--- config.mk ---
export PLATFORM = sky130hd
export DESIGN_NAME = div_arbiter
export DESIGN_NICKNAME = d
export VERILOG_FILES = /design/src/rtl/div_arbiter.sv
export SDC_FILE = /design/constraint.sdc
export NUM_CORES = 1
export LEC_CHECK = 0
export ABC_CLOCK_PERIOD_IN_PS = 4500
export BUFFER_PORTS_ARGS = -buffer_cell sky130_fd_sc_hd__buf_2
export CAP_MARGIN = 20
export CORE_MARGIN = 2
export CORE_UTILIZATION = 30
export DETAILED_ROUTE_END_ITERATION = 7
export PLACE_DENSITY = 0.67
export SYNTH_ARGS = -nofsm -noshare
export SYNTH_HDL_FRONTEND = slang
export SYNTH_SLANG_ARGS = --single-unit
--- constraint.sdc ---
create_clock -name clk -period 4.5 [get_ports clk]
set_clock_uncertainty 0.15 [all_clocks]
set_input_delay 0.675 -clock clk [delete_from_list [all_inputs] [get_ports clk]]
set_output_delay 0.675 -clock clk [all_outputs]
set_load 0.01 [all_outputs]
--- src/rtl/div_arbiter.sv ---
// div_arbiter: round-robin arbiter that sequences requesters onto one shared divider
module div_arbiter #(
  parameter int WIDTH   = 16,
  parameter int N_REQ   = 3,
  parameter int TIMEOUT = 255
) (
  input  logic                   clk,
  input  logic                   rst,
  input  logic [N_REQ-1:0]       req,
  input  logic [N_REQ*WIDTH-1:0] req_dividend,
  input  logic [N_REQ*WIDTH-1:0] req_divisor,
  output logic [N_REQ-1:0]       gnt,
  output logic [N_REQ-1:0]       done,
  output logic [WIDTH-1:0]       result,
  output logic                   err,
  output logic                   div_start,
  output logic [WIDTH-1:0]       div_dividend,
  output logic [WIDTH-1:0]       div_divisor,
  input  logic                   div_busy,
  input  logic                   div_ready,
  input  logic [WIDTH-1:0]       div_result
);
  localparam int IW = $clog2(N_REQ);
  localparam int TW = $clog2(TIMEOUT + 1);
  typedef enum logic [1:0] {IDLE, WAIT_BUSY, WAIT_READY, DONE} state_t;
  state_t           r_state, w_state;
  logic [N_REQ-1:0] r_gnt, w_gnt, r_done, w_done, w_oh;
  logic [WIDTH-1:0] r_result, w_result, r_dvd, w_dvd, r_dvs, w_dvs, w_lane_dvd, w_lane_dvs;
  logic             r_err, w_err, r_start, w_start;
  logic [IW-1:0]    r_last, w_last, w_win;
  logic [TW-1:0]    r_timer, w_timer;
  assign gnt          = r_gnt;
  assign done         = r_done;
  assign result       = r_result;
  assign err          = r_err;
  assign div_start    = r_start;
  assign div_dividend = r_dvd;
  assign div_divisor  = r_dvs;
  assign w_oh         = N_REQ'(1) << w_win;
  // Descending scan so the lowest offset after r_last is the final (winning) assignment.
  always_comb begin
    w_win = r_last;
    for (int i = N_REQ; i >= 1; i--)
      if (req[IW'((int'(r_last) + i) % N_REQ)]) w_win = IW'((int'(r_last) + i) % N_REQ);
  end
  always_comb begin
    w_lane_dvd = '0;
    w_lane_dvs = '0;
    for (int i = 0; i < N_REQ; i++)
      if (IW'(i) == w_win) begin
        w_lane_dvd = req_dividend[i*WIDTH +: WIDTH];
        w_lane_dvs = req_divisor[i*WIDTH +: WIDTH];
      end
  end
  always_comb begin
    w_state  = r_state;
    w_gnt    = r_gnt;
    w_done   = '0;
    w_result = r_result;
    w_err    = r_err;
    w_start  = 1'b0;
    w_dvd    = r_dvd;
    w_dvs    = r_dvs;
    w_last   = r_last;
    w_timer  = r_timer;
    case (r_state)
      IDLE: if (|req) begin
        w_gnt   = w_oh;
        w_last  = w_win;
        w_dvd   = w_lane_dvd;
        w_dvs   = w_lane_dvs;
        w_timer = '0;
        if (|w_lane_dvs) begin
          w_start = 1'b1;
          w_state = WAIT_BUSY;
        end else begin
          w_result = '1;
          w_err    = 1'b1;
          w_done   = w_oh;
          w_state  = DONE;
        end
      end
      WAIT_BUSY, WAIT_READY: begin
        w_timer = r_timer + TW'(1);
        if (div_ready) begin
          w_result = div_result;
          w_err    = 1'b0;
          w_done   = r_gnt;
          w_state  = DONE;
        end else if (r_timer == TW'(TIMEOUT)) begin
          w_result = '0;
          w_err    = 1'b1;
          w_done   = r_gnt;
          w_state  = DONE;
        end else if (r_state == WAIT_BUSY && div_busy) begin
          w_state = WAIT_READY;
        end
      end
      default: begin
        w_gnt   = '0;
        w_state = IDLE;
      end
    endcase
  end
  always_ff @(posedge clk) begin
    if (rst) begin
      r_state  <= IDLE;
      r_gnt    <= '0;
      r_done   <= '0;
      r_result <= '0;
      r_err    <= 1'b0;
      r_start  <= 1'b0;
      r_dvd    <= '0;
      r_dvs    <= '0;
      r_last   <= IW'(N_REQ - 1);
      r_timer  <= '0;
    end else begin
      r_state  <= w_state;
      r_gnt    <= w_gnt;
      r_done   <= w_done;
      r_result <= w_result;
      r_err    <= w_err;
      r_start  <= w_start;
      r_dvd    <= w_dvd;
      r_dvs    <= w_dvs;
      r_last   <= w_last;
      r_timer  <= w_timer;
    end
  end
endmodule

==> impl.org, run 1 <==
** Timing
- Setup repair after global routing left no endpoint under its margin.
- Setup violations remaining at the end of the flow were counted as 0.
- The number of pins exceeding their max-slew limit in the final report was 0.
- Max Fclk :: ~0.24 GHz
- Hold timing on the final database bottoms out at a slack of around 0.31 ns.
- Summed negative setup slack over all endpoints :: 0 ns
- Headroom to the max-slew limit came out at 0.413.
- Time the worst path needs with I/O delays and setup :: 4.18 ns
- For the pin with the worst max-slew slack, the measured transition is 0.878 ns.
- The final hold violation count came to 0.
- Of the available clock period, the critical path in the final layout requires 0.929.
- The worst path meets setup with 0.320 ns of slack.

** Placement
- At the end of routability-driven placement, the weighted congestion stood at 0.850.
- The wire-length estimate of the detail-placed layout is 8230 µm.
- Port buffering added about 170 buffers.
- In this run the cell area measured after placement is 0.00462 mm².
- Before CTS, the worst setup slack after placement is approximately 0.24 ns.

** Route
- Post-route DRC :: 0
- The final layout contains routed wiring with a total length of 11000 µm.
- In the routed layout, each cell is associated on average with a via count of about 5.
- Routed wire per std cell :: 14.9 µm
- ANT nets after route :: 0
- In this run, the number of DRC markers left after iteration 0 of detailed routing was 166.
- Count of vias placed by the detailed router :: about 3700
- The first detailed-routing pass ran for 4 iterations.

** Synth
- When the netlist entered floorplanning its net count stood at around 560.
- In this run, synthesis inferred 0 flip-flops with an integrated enable.
- Mean cell area of the mapped netlist :: around 8.5 µm²
- Yosys warnings :: 0
- The cell area that synthesis handed to floorplanning was 0.00365 mm².
- The number of different library cells used by synthesis comes to 48.
- After technology mapping, the gate count stands at 429.
- Sequential cell area fraction in the yosys report :: 0.373
- The most used flip-flop cell after synthesis is dfxtp_1.
- Async set-or-reset flop fraction in the synthesized netlist :: 0
- The synthesized design contains 68 register bits.

** GRT
- Largest net degree at the start of global routing :: 39
- Antenna violations before repair :: 0
- The first global-routing pass estimated 17300 µm of wire.
- The via count of the first global-routing pass came to ~3700.
- Sum of overflow across all layers after global routing :: 0
- For this run, the total global-route usage over all layers was measured as 0.166.

** Min path
- The path class of the tightest hold or removal check is reg -> reg.

** Job
- Across the run, the number of max-cap violations was 0.

** Die
- In this run the vertical extent of the chip is 114 µm.
- Measured along the x axis, the die boundary spans 114 µm.
- The initial utilization of the core area, before any placement, comes to 0.305.
- Boundary Pins :: between 150 and 200
- The die covers 0.0131 mm².
- Area of the core :: 0.0120 mm²
- Row generation in the floorplan step produced 40 rows.

** Power
- Maximum vdd drop :: 0.000469 V
- Pint :: roughly 2.1 mW
- Switching power of the nets :: 1.69 mW
- Of the total power, the share spent switching nets is 0.444.
- Seq pwr share :: 0.250
- Share of power burned in combinational logic :: 0.567
- Of the total power, the clock network draws 0.184.
- Power density cells :: ~780 mW/mm²
- The analysis attributes to cell leakage a power of 2.34 nW.

** Worst setup path
- Data on the critical path arrives at its endpoint at about 4.3 ns.
- STA classifies the critical path endpoint as a flip-flop.
- Of all nets on the critical path, the largest fanout is 17.
- Data on the critical path is required at its endpoint by 4.58 ns.
- The worst setup path is of the reg -> reg kind.
- STA classifies the critical path startpoint as a flip-flop.

** CTS
- The tree built by TritonCTS fans out to 68 sinks.
- Buffer depth of the longest clock path :: 2
- TritonCTS built the clock tree.
- Number of H-tree branching levels :: 3
- Clock-pin slew was measured on the worst setup and hold paths at roughly 0.06 ns.
- TritonCTS buffer count :: 9
- Clk_lat worst skew :: 0.33 ns
- Number of buffers inserted to repair setup after CTS :: 0
- Clock root cell :: clkbuf_16
- Once the clock tree was built, the resizer swapped 0 gates to a different size.
- Hold bufs inserted after CTS :: 0

** Layout
- Area occupied by multi-input gates :: 0.00207 mm²
- Of the cells placed in the final design, the portion with a size suffix greater than 1 is 0.369.
- Final antenna diode count :: 0
- Count of fill cells added during filler insertion :: 1211
- Registers take ~0.0014 mm².
- The net count of the finished layout is 715.
- From synthesis to final layout, the design area changed by 34.7%.
- Total non-filler cell area in the finished layout :: 0.00491 mm²

** Status
- Status :: completed
==> critical path: stages, from the launching register on <==
cell       delay, ns
dfxtp_1         0.43
inv_1           0.07
ha_1            0.43
nand2_1         0.11
nand2_1         0.08
nor2_1          0.07
a31oi_4         0.53
mux2i_1         0.25
o2bb2ai_1       0.11
or4_4           0.57
nor4_4          0.52
a31oi_4         0.37
a221oi_1        0.39
==> synthesized netlist by cell type (all sizes together) (2+ instances only) <==
| master | count | area share |
|---|---|---|
| xor2 | 5 | 0.012 |
| dfxtp | 68 | 0.37 |
| o2bb2ai | 8 | 0.019 |
| and4 | 2 | 0.0048 |
| nand2 | 32 | 0.033 |
| nand2b | 3 | 0.0051 |
| a22oi | 2 | 0.0041 |
| and3 | 2 | 0.0034 |
| buf | 10 | 0.019 |
| or4 | 2 | 0.0051 |
| ha | 8 | 0.027 |
| a31oi | 3 | 0.013 |
| a2bb2oi | 5 | 0.012 |
| inv | 22 | 0.023 |
| clkbuf | 23 | 0.024 |
| mux2i | 36 | 0.099 |
| a211oi | 26 | 0.053 |
| o21bai | 2 | 0.0041 |
| nor2 | 78 | 0.080 |
| nor3 | 34 | 0.047 |
| o41ai | 2 | 0.0048 |
| a31o | 2 | 0.0048 |
| or3 | 2 | 0.0034 |
| and2 | 2 | 0.0041 |
| o21ai | 2 | 0.0027 |
| a21oi | 13 | 0.018 |
| nand4 | 4 | 0.0069 |
| a21o | 3 | 0.0062 |
| xnor2 | 2 | 0.0048 |
| a221oi | 17 | 0.056 |
==> state kept, by name (all words and copies together), names as in the netlist <==
name / count
r_timer: 8
div_dividend: 16
div_divisor: 16
r_state: 2
err: 1
done: 3
r_last: 2
div_start: 1
gnt: 3
result: 16
==> placed cells by master (no fill, tap or decap), types with 9 or more instances in the layout <==
cell / n
a211oi_1: 26
a21oi_1: 12
a221oi_2: 9
buf_2: 174
clkbuf_16: 9
dfxtp_1: 68
inv_1: 21
mux2i_1: 36
nand2_1: 32
nor2_1: 77
nor3_1: 34
==> routing by layer <==
layer	wire, µm	global-route usage	up-vias
met5	0	0	-
met4	206	0.0626	0
met3	635	0.0418	14
met2	5390	0.290	135
met1	4760	0.195	1746
li1	-	-	1839
==> final timing paths <==
| path | start | end | slack [ns] | cells past startpoint |
|---|---|---|---|---|
| setup / recovery | r_last[0]$_SDFFE_PP0P_ | result[3]$_SDFFE_PP0P_ | 0.32 | 12 |
| hold / removal | result[9]$_SDFFE_PP0P_ | result[9]$_SDFFE_PP0P_ | 0.31 | 2 |
| setup reg to reg | r_last[0]$_SDFFE_PP0P_ | result[3]$_SDFFE_PP0P_ | 0.32 | 12 |
| hold reg to reg | result[9]$_SDFFE_PP0P_ | result[9]$_SDFFE_PP0P_ | 0.31 | 2 |
==> layout make-up <==
class | instances | area share
Tap cell | 147 | 0.0374
Timing Repair Buffer | 181 | 0.188
Clock buffer | 10 | 0.0466
Clock inverter | 6 | 0.0132
Multi-Input combinational cell | 306 | 0.421
Sequential cell | 68 | 0.277
Inverter | 22 | 0.0168
==> per-stage QoR <==
| stage | instances | utilization | total power, mW |
|---|---|---|---|
| after floorplan | 429 | - | 2.55 |
| after global placement | 724 | 0.386 | 3.06 |
| after detailed placement | 724 | 0.386 | 3.13 |
| after CTS | 740 | 0.411 | 3.85 |
| after global routing | 740 | 0.411 | 4.10 |
| final | 740 | 0.411 | 3.81 |
==> power groups by stage <==
stage / Clock (mW) / Combinational (mW) / Sequential (mW)
after CTS: 0.721 / 2.18 / 0.955
after floorplan: 0 / 1.52 / 1.04
final: 0.701 / 2.16 / 0.952
after global routing: 0.744 / 2.38 / 0.981
after detailed placement: 0 / 2.17 / 0.962
after global placement: 0 / 2.11 / 0.955
==> cell families after synthesis <==
family          count (synthesis)  synth area share
simple gates                  165             0.205
compound gates                 90             0.214
flops                          68             0.373
buf+inv                        55            0.0651
mux                            36            0.0987
fa+ha+maj                       8            0.0274
xor+xnor                        7            0.0168
(Power assumes the default switching activity.)
==> run 2, diff against run 1 <==
BUFFER_PORTS_ARGS = not set   (was -buffer_cell sky130_fd_sc_hd__buf_2)
DONT_BUFFER_PORTS = 1   (was not set)
PLACE_DENSITY = 0.55   (was 0.67)
==> impl.org, run 2 (synthesized netlist as in run 1, its figures left out) <==
** Timing
- Slew of the pin with the lowest slew margin :: 0.956 ns (+0.0782 ns)
- The number of setup violations in the final report is 0 (unchanged).
- Number of failing hold endpoints at the final stage :: 0 (unchanged)
- Max-Slew Margin vs Limit :: 0.361 (-0.0522)
- Final number of max-transition violations :: 0 (unchanged)
- Final critical-path setup slack :: 0.457 ns (+0.137 ns)
- Time the worst path needs with I/O delays and setup :: 4.04 ns (-0.137 ns)
- RSZ-0062 raised after global routing :: false
- Ratio of final minimum period to clock period :: 0.898 (-0.0304)
- The total negative setup slack was 0 ns (unchanged).
- Max Fclk :: 0.247 GHz (+3.4%)

** Die
- The area inside the core boundary came to 0.0120 mm² (unchanged).
- Initial Utilization :: 0.305 (unchanged)
- The height of the chip came to 114 µm (unchanged).
- The number of placed I/O pins came to 175 (unchanged).
- The number of cell rows came to 40 (unchanged).
- Floorplan die area :: 0.0131 mm² (unchanged)
- The width of the die was 114 µm (unchanged).

** Min path
- End point of the most critical hold path :: div_divisor[13]$_SDFFE_PP0P_
- In this run the most critical hold path is launched from rst.
- The worst hold path belongs to the class in -> reg.
- Hold path cells :: 1 (-1)

** Worst setup path
- Required @ worst endpoint :: 4.59 ns (about the same)
- Worst-case reg-to-reg path depth :: 12 (unchanged)
- Crit path launch type :: flip-flop
- The worst setup path is captured at a flip-flop.
- The startpoint identified for the worst register-to-register timing path is r_last[0]$_SDFFE_PP0P_.
- Path type of the worst setup path :: reg -> reg
- Setup slack of the most critical reg-to-reg path :: 0.46 ns (+0.14 ns)
- The worst register-to-register path ends at result[2]$_SDFFE_PP0P_.
- Largest fanout on the critical path :: 38 (+21)
- Worst path arrival time :: 4.13 ns (-0.13 ns)

** Placement
- Global placer's final weighted congestion :: 0.832 (-2.1%)
- The setup slack at placement is 0.337 ns (+0.0944 ns).
- Detailed placement HPWL :: 7590 µm (-7.8%)
- Number of buffer cells added on primary ports :: 0 (-100%)

** Power
- The power per cell area came to 908 mW/mm² (+17%).
- The leakage power was 1.62 nW (-31%).
- The largest voltage drop on the vdd net is 0.000446 V (-4.9%).

** Route
- M1 WL :: 4120 µm (-13%)
- The count of routing violations after the opening detailed-route iteration is 139 (-16%).
- TritonRoute pass-1 iters :: 5 (+1)
- Highest metal layer used by the detailed router :: met4
- Routed wire per std cell :: 18.4 µm (+24%)
- Post-route DRC :: 0 (unchanged)
- The vias per cell was 5.38 (+6.6%).
- The detailed-route via count is 3056 (-18%).
- The aggregate routed wire length came to 10400 µm (-5.1%).
- The number of nets with antenna violations after detailed routing came to 0 (unchanged).
- The wire length on met3 came to 1060 µm (+66%).
- The met2 wire length came to 5130 µm (-4.9%).

** Layout
- Commonest cells after routing, fill and taps aside :: nor2_1, dfxtp_1, mux2i_1
- Compared with the post-synthesis result, the final layout area differs by 11.9%.
- Storage element area :: 0.00136 mm² (unchanged)
- The fraction of final layout cells with drive strength greater than 1 was 0.112 (-0.258).
- Final antenna diode count :: 0 (unchanged)
- The utilization after layout came to 0.341 (-0.0696).
- Most common library cell in the layout ignoring fill and taps :: nor2_1
- Area occupied by multi-input gates :: 0.00207 mm² (unchanged)
- Total number of nets in the final design :: 543 (-24%)
- Count of fill cells added during filler insertion :: 1227 (+1.3%)

** CTS
- Hold bufs inserted after CTS :: 0 (unchanged)
- The worst-case clock buffer depth came to 2 (unchanged).
- Number of H-tree branching levels :: 3 (unchanged)
- Clock root cell :: clkbuf_16
- Clock slew seen by the registers of the worst setup and hold paths :: 0.05 ns (about the same)
- The clock insertion delay at the later pin of the skew report was 0.34 ns (about the same).
- The TritonCTS buffer count is 9 (unchanged).
- Clock tree from TritonCTS :: done
- Clock sink count :: 68 (unchanged)

** GRT
- The remaining global-route overflow was 0 (unchanged).
- Via count of the first global-routing pass :: 3003 (-18%)
- Wire length of the first global-routing pass :: 16000 µm (-7.1%)
- Global-route usage over all layers :: 0.161 (-0.00482)
- Largest net degree at the start of global routing :: 64 (+64%)
- Antenna violations before repair :: 0 (unchanged)

** Job
- The max capacitance violation total was 0 (unchanged).

** Status
- Status :: completed
-- run 2: critical path: stages (launching register included) --
cell and delay [ns]:
dfxtp_1 0.42, inv_1 0.07, ha_1 0.42, nand2_1 0.09, a21oi_1 0.15, nand2_1 0.11
a21oi_4 0.16, buf_4 0.40, o2bb2ai_1 0.19, or4_4 0.58, nor4_4 0.46, a31oi_4 0.35
a221oi_1 0.36
-- run 2: layout make-up --
cell class / count / area share
multi-input cells: 306 / 0.507
inverters: 22 / 0.0202
repair buffers: 9 / 0.0165
well taps: 147 / 0.0451
clock buffers: 11 / 0.0595
clock inverters: 5 / 0.0184
flip-flops and latches: 68 / 0.333
-- run 2: metrics by stage --
stage               instances  hold slack [ns]  power, mW  instance area (µm²)
detailed placement        549            0.346       2.93                 3740
floorplan                 429            0.322       2.55                 3650
finish                    568            0.263       3.71                 4080
CTS                       565            0.243       3.71                 4060
global route              568            0.240       4.00                 4080
global placement          549            0.340       2.88                 3740
-- run 2: worst max path at each step --
| stage | start | endpoint | slack [ns] |
|---|---|---|---|
| floorplan | r_last[0]$_SDFFE_PP0P_ | result[3]$_SDFFE_PP0P_ | 0.72 |
| finish | r_last[0]$_SDFFE_PP0P_ | result[2]$_SDFFE_PP0P_ | 0.46 |
| global route | r_last[0]$_SDFFE_PP0P_ | result[14]$_SDFFE_PP0P_ | 0.16 |
| CTS | r_last[0]$_SDFFE_PP0P_ | result[2]$_SDFFE_PP0P_ | 0.33 |
| global placement | r_last[0]$_SDFFE_PP0P_ | done[1]$_SDFF_PP0_ | 0.52 |
| detailed placement | r_last[0]$_SDFFE_PP0P_ | result[2]$_SDFFE_PP0P_ | 0.34 |
-- run 2: power breakdown --
group	total [mW]	switching [mW]	internal (mW)
Combinational	1.85	1.11	0.746
Sequential	1.09	0.269	0.824
Clock	0.759	0.262	0.497
Total	3.71	1.64	2.07
-- run 2: routing by layer --
metal / global-route usage / up-vias
li1: - / 1506
met1: 0.178 / 1415
met2: 0.271 / 129
met3: 0.0789 / 6
met4: 0.0528 / 0
met5: 0 / -
-- run 2: repair_timing --
item | in CTS | in global routing
buffers inserted | 0 | 3
resized for setup | 0 | 0
setup endpoints to repair | 0 | 3
